===== config.mk =====
export PLATFORM = sky130hd
export DESIGN_NAME = uflash_page_writer
export DESIGN_NICKNAME = d
export VERILOG_FILES = /design/src/rtl/uflash_pkg.sv /design/src/rtl/uflash_gap_timer.sv /design/src/rtl/uflash_page_writer.sv
export SDC_FILE = /design/constraint.sdc
export NUM_CORES = 1
export LEC_CHECK = 0
export CAP_MARGIN = 30
export CELL_PAD_IN_SITES_DETAIL_PLACEMENT = 1
export CELL_PAD_IN_SITES_GLOBAL_PLACEMENT = 2
export CORE_AREA = 2 2 124 126
export CTS_CLUSTER_SIZE = 10
export DETAILED_ROUTE_END_ITERATION = 8
export DIE_AREA = 0 0 126 128
export PLACE_DENSITY_LB_ADDON = 0.1
export SYNTH_ARGS = -nofsm -noshare
export SYNTH_HDL_FRONTEND = slang
export SYNTH_SLANG_ARGS = --single-unit
export TNS_END_PERCENT = 10

===== constraint.sdc =====
create_clock -name clk -period 7.45 [get_ports clk]
set_input_delay 1.49 -clock clk [delete_from_list [all_inputs] [get_ports clk]]
set_output_delay 1.49 -clock clk [all_outputs]
set_load 0.005 [all_outputs]

===== src/rtl/uflash_pkg.sv =====
// Shared definitions for the user-flash page writer: FSM states, bus strobe
// encodings, page geometry and error codes.
// Optional build macro: UFLASH_VERIFY_EN adds the readback VERIFY state.
package uflash_pkg;

  typedef enum logic [2:0] {
    ST_IDLE,
    ST_CHECK,
    ST_ERASE,
    ST_FETCH,
    ST_PROG,
`ifdef UFLASH_VERIFY_EN
    ST_VERIFY,
`endif
    ST_COOL
  } state_t;

  localparam logic [3:0] WSTRB_READ  = 4'b0000;
  localparam logic [3:0] WSTRB_ERASE = 4'b0001;
  localparam logic [3:0] WSTRB_PROG  = 4'b1111;

  localparam int unsigned WORDS_PER_PAGE = 512;
  localparam int unsigned PAGE_SHIFT     = 9;

  localparam logic [1:0] ERR_NONE   = 2'd0;
  localparam logic [1:0] ERR_PAGE   = 2'd1;
  localparam logic [1:0] ERR_LEN    = 2'd2;
  localparam logic [1:0] ERR_VERIFY = 2'd3;

  // Word address inside a page; widx < 512 so the page field never carries.
  function automatic logic [14:0] word_addr(input logic [5:0] pg, input logic [9:0] widx);
    return {pg, widx[PAGE_SHIFT-1:0]};
  endfunction

endpackage


===== src/rtl/uflash_gap_timer.sv =====
// Cooldown down-counter: load sets it to GAP_CLKS, it then counts to zero and
// holds there. expired is high whenever the count is zero.
module uflash_gap_timer #(
  parameter int unsigned GAP_CLKS = 54000
) (
  input  logic clk,
  input  logic reset_n,
  input  logic load,
  output logic expired
);

  localparam int unsigned CW = (GAP_CLKS < 1) ? 1 : $clog2(GAP_CLKS + 1);

  logic [CW-1:0] count;

  // Load on entry to cooldown, otherwise count down and stick at zero.
  always_ff @(posedge clk or negedge reset_n) begin
    if (!reset_n) begin
      count <= '0;
    end else if (load) begin
      count <= CW'(GAP_CLKS);
    end else if (count != '0) begin
      count <= count - 1'b1;
    end
  end

  assign expired = (count == '0);

endmodule


===== src/rtl/uflash_page_writer.sv =====
// User-flash page writer: erases one page, then programs up to 512 words taken
// from a valid/ready stream, and enforces a cooldown before returning to idle.
// Optional build macro: UFLASH_VERIFY_EN reads back each programmed word and
// aborts the job on a mismatch.
module uflash_page_writer
  import uflash_pkg::*;
#(
  parameter int unsigned CLK_FREQ  = 5400000,
  parameter int unsigned GAP_MS    = 10,
  parameter int unsigned NUM_PAGES = 38
) (
  input  logic        clk,
  input  logic        reset_n,
  input  logic        start,
  input  logic [5:0]  page,
  input  logic [9:0]  len,
  input  logic [31:0] in_data,
  input  logic        in_valid,
  output logic        in_ready,
  output logic        busy,
  output logic        done,
  output logic        err,
  output logic [1:0]  err_code,
  output logic        f_sel,
  output logic [3:0]  f_wstrb,
  output logic [14:0] f_addr,
  output logic [31:0] f_wdata,
  input  logic        f_ready,
  input  logic [31:0] f_rdata
);

  localparam int unsigned GAP_CLKS = CLK_FREQ * GAP_MS / 1000;

  state_t      state, state_n;
  logic [5:0]  page_q;
  logic [9:0]  len_q;
  logic [9:0]  widx;
  logic        aborted;

  logic        start_ok, bad_page, bad_len, op_done, last_word, verify_bad, advance;
  logic        launch, cool_load, cool_expired;
  logic [3:0]  launch_wstrb;
  logic [14:0] launch_addr;

  // A start coinciding with the done/err pulse is still part of the old job.
  assign start_ok  = start & ~done & ~err;
  assign op_done   = f_sel & f_ready;
  assign bad_page  = ({26'd0, page_q} >= NUM_PAGES);
  assign bad_len   = (len_q > 10'd512);
  assign last_word = ((widx + 10'd1) == len_q);

`ifdef UFLASH_VERIFY_EN
  assign verify_bad = (f_rdata != f_wdata);
  assign advance    = (state == ST_VERIFY) && op_done && !verify_bad;
`else
  logic unused_rdata;
  assign unused_rdata = ^f_rdata;
  assign verify_bad   = 1'b0;
  assign advance      = (state == ST_PROG) && op_done;
`endif

  // State register.
  always_ff @(posedge clk or negedge reset_n) begin
    if (!reset_n) state <= ST_IDLE;
    else          state <= state_n;
  end

  // Next-state decode; bus states leave only on a completed transfer.
  always_comb begin
    state_n = state;
    unique case (state)
      ST_IDLE:   if (start_ok) state_n = ST_CHECK;
      ST_CHECK:  state_n = (bad_page || bad_len) ? ST_IDLE : ST_ERASE;
      ST_ERASE:  if (op_done) state_n = (len_q == 10'd0) ? ST_COOL : ST_FETCH;
      ST_FETCH:  if (in_valid) state_n = ST_PROG;
`ifdef UFLASH_VERIFY_EN
      ST_PROG:   if (op_done) state_n = ST_VERIFY;
      ST_VERIFY: if (op_done) state_n = (verify_bad || last_word) ? ST_COOL : ST_FETCH;
`else
      ST_PROG:   if (op_done) state_n = last_word ? ST_COOL : ST_FETCH;
`endif
      ST_COOL:   if (cool_expired) state_n = ST_IDLE;
      default:   state_n = ST_IDLE;
    endcase
  end

  // Moore outputs plus the request to issue a new bus transfer.
  always_comb begin
    busy         = (state != ST_IDLE);
    in_ready     = (state == ST_FETCH);
    launch       = 1'b0;
    launch_wstrb = WSTRB_READ;
    launch_addr  = word_addr(page_q, widx);
    cool_load    = (state_n == ST_COOL) && (state != ST_COOL);
    unique case (state)
      ST_ERASE: begin
        launch       = ~f_sel;
        launch_wstrb = WSTRB_ERASE;
        launch_addr  = {page_q, 9'd0};
      end
      ST_PROG: begin
        launch       = ~f_sel;
        launch_wstrb = WSTRB_PROG;
      end
`ifdef UFLASH_VERIFY_EN
      ST_VERIFY: begin
        launch       = ~f_sel;
        launch_wstrb = WSTRB_READ;
      end
`endif
      default: ;
    endcase
  end

  // Bus drive: sel rises one cycle after entering a bus state and drops on
  // the completing edge, so the responder always sees an idle cycle between ops.
  always_ff @(posedge clk or negedge reset_n) begin
    if (!reset_n) begin
      f_sel   <= 1'b0;
      f_wstrb <= 4'd0;
      f_addr  <= 15'd0;
      f_wdata <= 32'd0;
    end else begin
      if (op_done) begin
        f_sel <= 1'b0;
      end else if (launch) begin
        f_sel   <= 1'b1;
        f_wstrb <= launch_wstrb;
        f_addr  <= launch_addr;
      end
      if (state == ST_FETCH && in_valid) f_wdata <= in_data;
    end
  end

  // Job parameters captured with an accepted start.
  always_ff @(posedge clk) begin
    if (state == ST_IDLE && start_ok) begin
      page_q <= page;
      len_q  <= len;
    end
  end

  // Word index, abort flag, error code and completion pulses.
  always_ff @(posedge clk or negedge reset_n) begin
    if (!reset_n) begin
      widx     <= 10'd0;
      aborted  <= 1'b0;
      err_code <= ERR_NONE;
      done     <= 1'b0;
      err      <= 1'b0;
    end else begin
      done <= (state == ST_COOL) && cool_expired && !aborted;
      err  <= ((state == ST_CHECK) && (bad_page || bad_len)) ||
              ((state == ST_COOL) && cool_expired && aborted);
      if (state == ST_IDLE && start_ok) begin
        err_code <= ERR_NONE;
        aborted  <= 1'b0;
      end else if (state == ST_CHECK) begin
        if (bad_page)     err_code <= ERR_PAGE;
        else if (bad_len) err_code <= ERR_LEN;
      end
`ifdef UFLASH_VERIFY_EN
      if (state == ST_VERIFY && op_done && verify_bad) begin
        err_code <= ERR_VERIFY;
        aborted  <= 1'b1;
      end
`endif
      if (state == ST_ERASE && op_done) widx <= 10'd0;
      else if (advance)                 widx <= widx + 10'd1;
    end
  end

  uflash_gap_timer #(
    .GAP_CLKS(GAP_CLKS)
  ) u_gap_timer (
    .clk     (clk),
    .reset_n (reset_n),
    .load    (cool_load),
    .expired (cool_expired)
  );

endmodule


==> qor.json <==
{
  "status": {
    "result_of_the_run": "finished clean"
  },
  "logic_synthesis": {
    "post_synth.cell_area_avg_sq_um": 12.6,
    "synth_top_cells_by_area": "dfrtp_1, edfxtp_1, mux2_1, xnor2_1, nand2_1",
    "post-synth-top-area-fraction_pct": 47.7,
    "synthesis.instances": 346,
    "ys_warn_count": 0,
    "synth_area_sq_um": 4350,
    "synth_area_leader": "dfrtp_1",
    "synth_seq_cells": 99,
    "ys_seq_area_share_pct": 58.8,
    "synth_cell_type_count": 60,
    "synthesis.nets": 433,
    "synthArstFlopShare_pct": 83.8,
    "synth-main-ff-cell": "dfrtp_1",
    "count_of_flip_flops_with_a_built_in_enable_after_synthesis": 16
  },
  "worst_setup_path": {
    "criticalPathCategory": "reg -> out",
    "worstRegToRegCells": 7,
    "arrival_ns": 1.77,
    "crit_path_end_kind": "output port",
    "critical_path_required_ns": 5.96,
    "regToRegEndpoint": "u_gap_timer.count[8]",
    "timing.critical_path.fanout_max": 10,
    "worstSetupStartpointType": "flop",
    "crit-reg2reg-launch": "widx[0]",
    "r2r_setup_slack_ns": 4.83
  },
  "power": {
    "cellLeakagePower_uw": 0.00238,
    "power_frac_comb_pct": 32.0,
    "switching_power_uw": 573,
    "power.share.switching_pct": 30.0,
    "powerDensity_nw_per_um2": 321,
    "pwr-share-clk_pct": 23.9,
    "internal-power_uw": 1330,
    "seq_power_share_pct": 44.1,
    "ir_drop_uv": 161
  },
  "cts": {
    "clock_tree.buffer_depth": 2,
    "clkLatencyLatePin_ns": 0.35,
    "quantity_of_hold_fixing_buffers_added_after_cts": 0,
    "postCtsSetupBuffers": 0,
    "h-tree-depth": 3,
    "cts_resized": 0,
    "cts_buffers": 9,
    "clock_sink_count": 99,
    "tritoncts": "built",
    "clk_tree_root_cell": "clkbuf_16",
    "clock_slew_seen_by_the_registers_of_the_worst_setup_and_hold_paths_ns": 0.07
  },
  "placed_design": {
    "placement.cell_area_sq_um": 5650,
    "dpl.hpwl_um": 7310,
    "numPortBuffers": 110,
    "routabilityCongestion": 0.750
  },
  "min_path": {
    "worst_hold_endpoint": "f_addr[9]",
    "whs_path_depth": 1,
    "worst_hold_launch": "page_q[0]",
    "hold_class": "reg -> reg"
  },
  "sta": {
    "final.min_clock_period_ns": 3.26,
    "worstMarginPinSlew_ns": 0.787,
    "unrepaired_setup_endpoints_after_global_routing": "false",
    "finalCritPeriodShare_pct": 43.8,
    "timing.final.max_slew_violations": 0,
    "slew-limit-headroom_pct": 47.3,
    "hold_viol_final": 0,
    "setup_violations": 0,
    "finalClockSkew_ns": 0.00781,
    "max_freq_mhz": 307,
    "setup_tns_ns": 0
  },
  "route": {
    "drt.antenna.violating_nets": 0,
    "drt_pass1_iterations": 4,
    "via_count": 3076,
    "drt-wirelength-per-cell_um": 16.2,
    "detail_route.wirelength_um": 10500,
    "detail_route.drc_violations": 0,
    "vias_per_cell": 4.74,
    "initialDrtViolationCount": 76
  },
  "global_route": {
    "gr-usage-all-layers_pct": 13.7,
    "grt_first_pass_wirelength_um": 17500,
    "pin_count_of_the_biggest_net_entering_global_routing": 48,
    "grt.overflow.total": 0,
    "grt_pass1_vias": 3232,
    "antenna_found_initial": 0
  },
  "finish": {
    "area_growth_syn_to_layout_pct": 36.4,
    "antenna_cells": 0,
    "finalNetCount": 543,
    "final_area_sq_um": 5940,
    "post_route_cells_drive_above_1_share_pct": 9.54
  },
  "die": {
    "core-area_sq_um": 14900,
    "die_h_um": 128,
    "effective_utilization_at_floorplan_pct": 29.3,
    "pin_count": 143,
    "fp-row-count": 45,
    "die_width_um": 126,
    "die_area_sq_um": 16100
  },
  "run": {
    "drv.max_cap_violation_count": 0
  }
}
-- synth_stat cells, drive strengths merged, types with 2 or more instances --
master and number:
o21ai 22, a21oi 2, or3 3, and2 6, nor2 14, edfxtp 16
nor4 4, nand2b 3, a31oi 2, dfrtp 83, ha 2, or4 4
nand3 7, mux2i 6, buf 7, nand2 31, nor2b 5, nor3b 6
o31ai 2, nor3 11, nand4 2, a22o 10, xnor2 16, inv 5
clkbuf 7, xor2 10, or2 2, mux2 38, and3 5, nand3b 2
-- worst max-delay path by stage --
stage	slack [ns]	to	cells after the start	startpoint
5_1_grt	4.07	u_gap_timer.count[0]	6	f_ready
6_report	4.19	busy	2	state[2]
2_1_floorplan	3.51	err_code[0]	3	start
3_3_place_gp	3.90	u_gap_timer.count[0]	6	f_ready
3_5_place_dp	3.87	u_gap_timer.count[8]	6	f_ready
4_1_cts	4.17	busy	2	state[2]
-- area by class of cell --
class | instances | area [sq um]
tap | 188 | 235
timing repair buffer | 113 | 1120
inverter | 5 | 18.8
sequential | 99 | 2560
fill | 1590 | 8930
clock buffer | 9 | 225
clock inverter | 7 | 65.1
multi-input combinational | 228 | 1710
-- layout by cell type, fill, tap and decap left out, drive strengths merged, types with 9 or more instances in the layout --
cell             n
clkdlybuf4s50  109
dfrtp           83
mux2            38
nand2           31
o21ai           22
xnor2           16
edfxtp          16
nor2            14
nor3            11
xor2            10
a22o            10
clkbuf           9
-- registers in the layout, indices dropped and copies added, names as in the netlist --
register	cells
f_wdata	32
u_gap_timer.count	16
f_addr	15
len_q	10
widx	10
page_q	6
state	3
err_code	2
f_wstrb	2
done	1
err	1
f_sel	1
-- per-layer routing --
metal | wire (um) | vias to the layer above | share of wire, % | GRT usage [%]
met5 | 0 | - | 0 | 0
met4 | 155 | 0 | 1.5 | 5.43
met3 | 490 | 9 | 4.7 | 2.80
met2 | 4660 | 72 | 44 | 20.8
met1 | 5230 | 1539 | 50 | 19.3
li1 | - | 1456 | - | -
-- power by group through the flow --
stage,logic (uW),clock network [uW],registers (uW)
6_report,610,455,841
5_1_grt,667,500,867
4_1_cts,626,476,843
3_5_place_dp,625,0,853
3_3_place_gp,615,0,844
2_1_floorplan,266,0,838
-- cell families (layout without fill, tap and decap cells) --
| family | after synthesis | after routing | synth area share [%] |
|---|---|---|---|
| buf+inv | 19 | 134 | 2.01 |
| xor+xnor | 26 | 26 | 5.23 |
| flops | 99 | 99 | 58.8 |
| compound gates | 47 | 47 | 7.62 |
| mux | 44 | 44 | 11.2 |
| simple gates | 109 | 109 | 14.6 |
| fa+ha+maj | 2 | 2 | 0.575 |
-- worst max-delay path, cell delays in order (launching register included) --
cell and delay, ns:
dfrtp_1 0.50, or3_1 0.45, clkdlybuf4s50_1 0.47
-- stage by stage --
stage                     util (%)  std cells  power (uW)  hold slack [ns]  setup WS [ns]
final                         39.9        649        1910            0.462           4.19
after floorplan                  -        346        1100            0.432           3.51
after CTS                     39.9        649        1950            0.466           4.17
after global placement        38.0        633        1460            0.441           3.90
after detailed placement      38.0        633        1480            0.448           3.87
after global routing          39.9        649        2030            0.502           4.07
(Power assumes the default switching activity.)
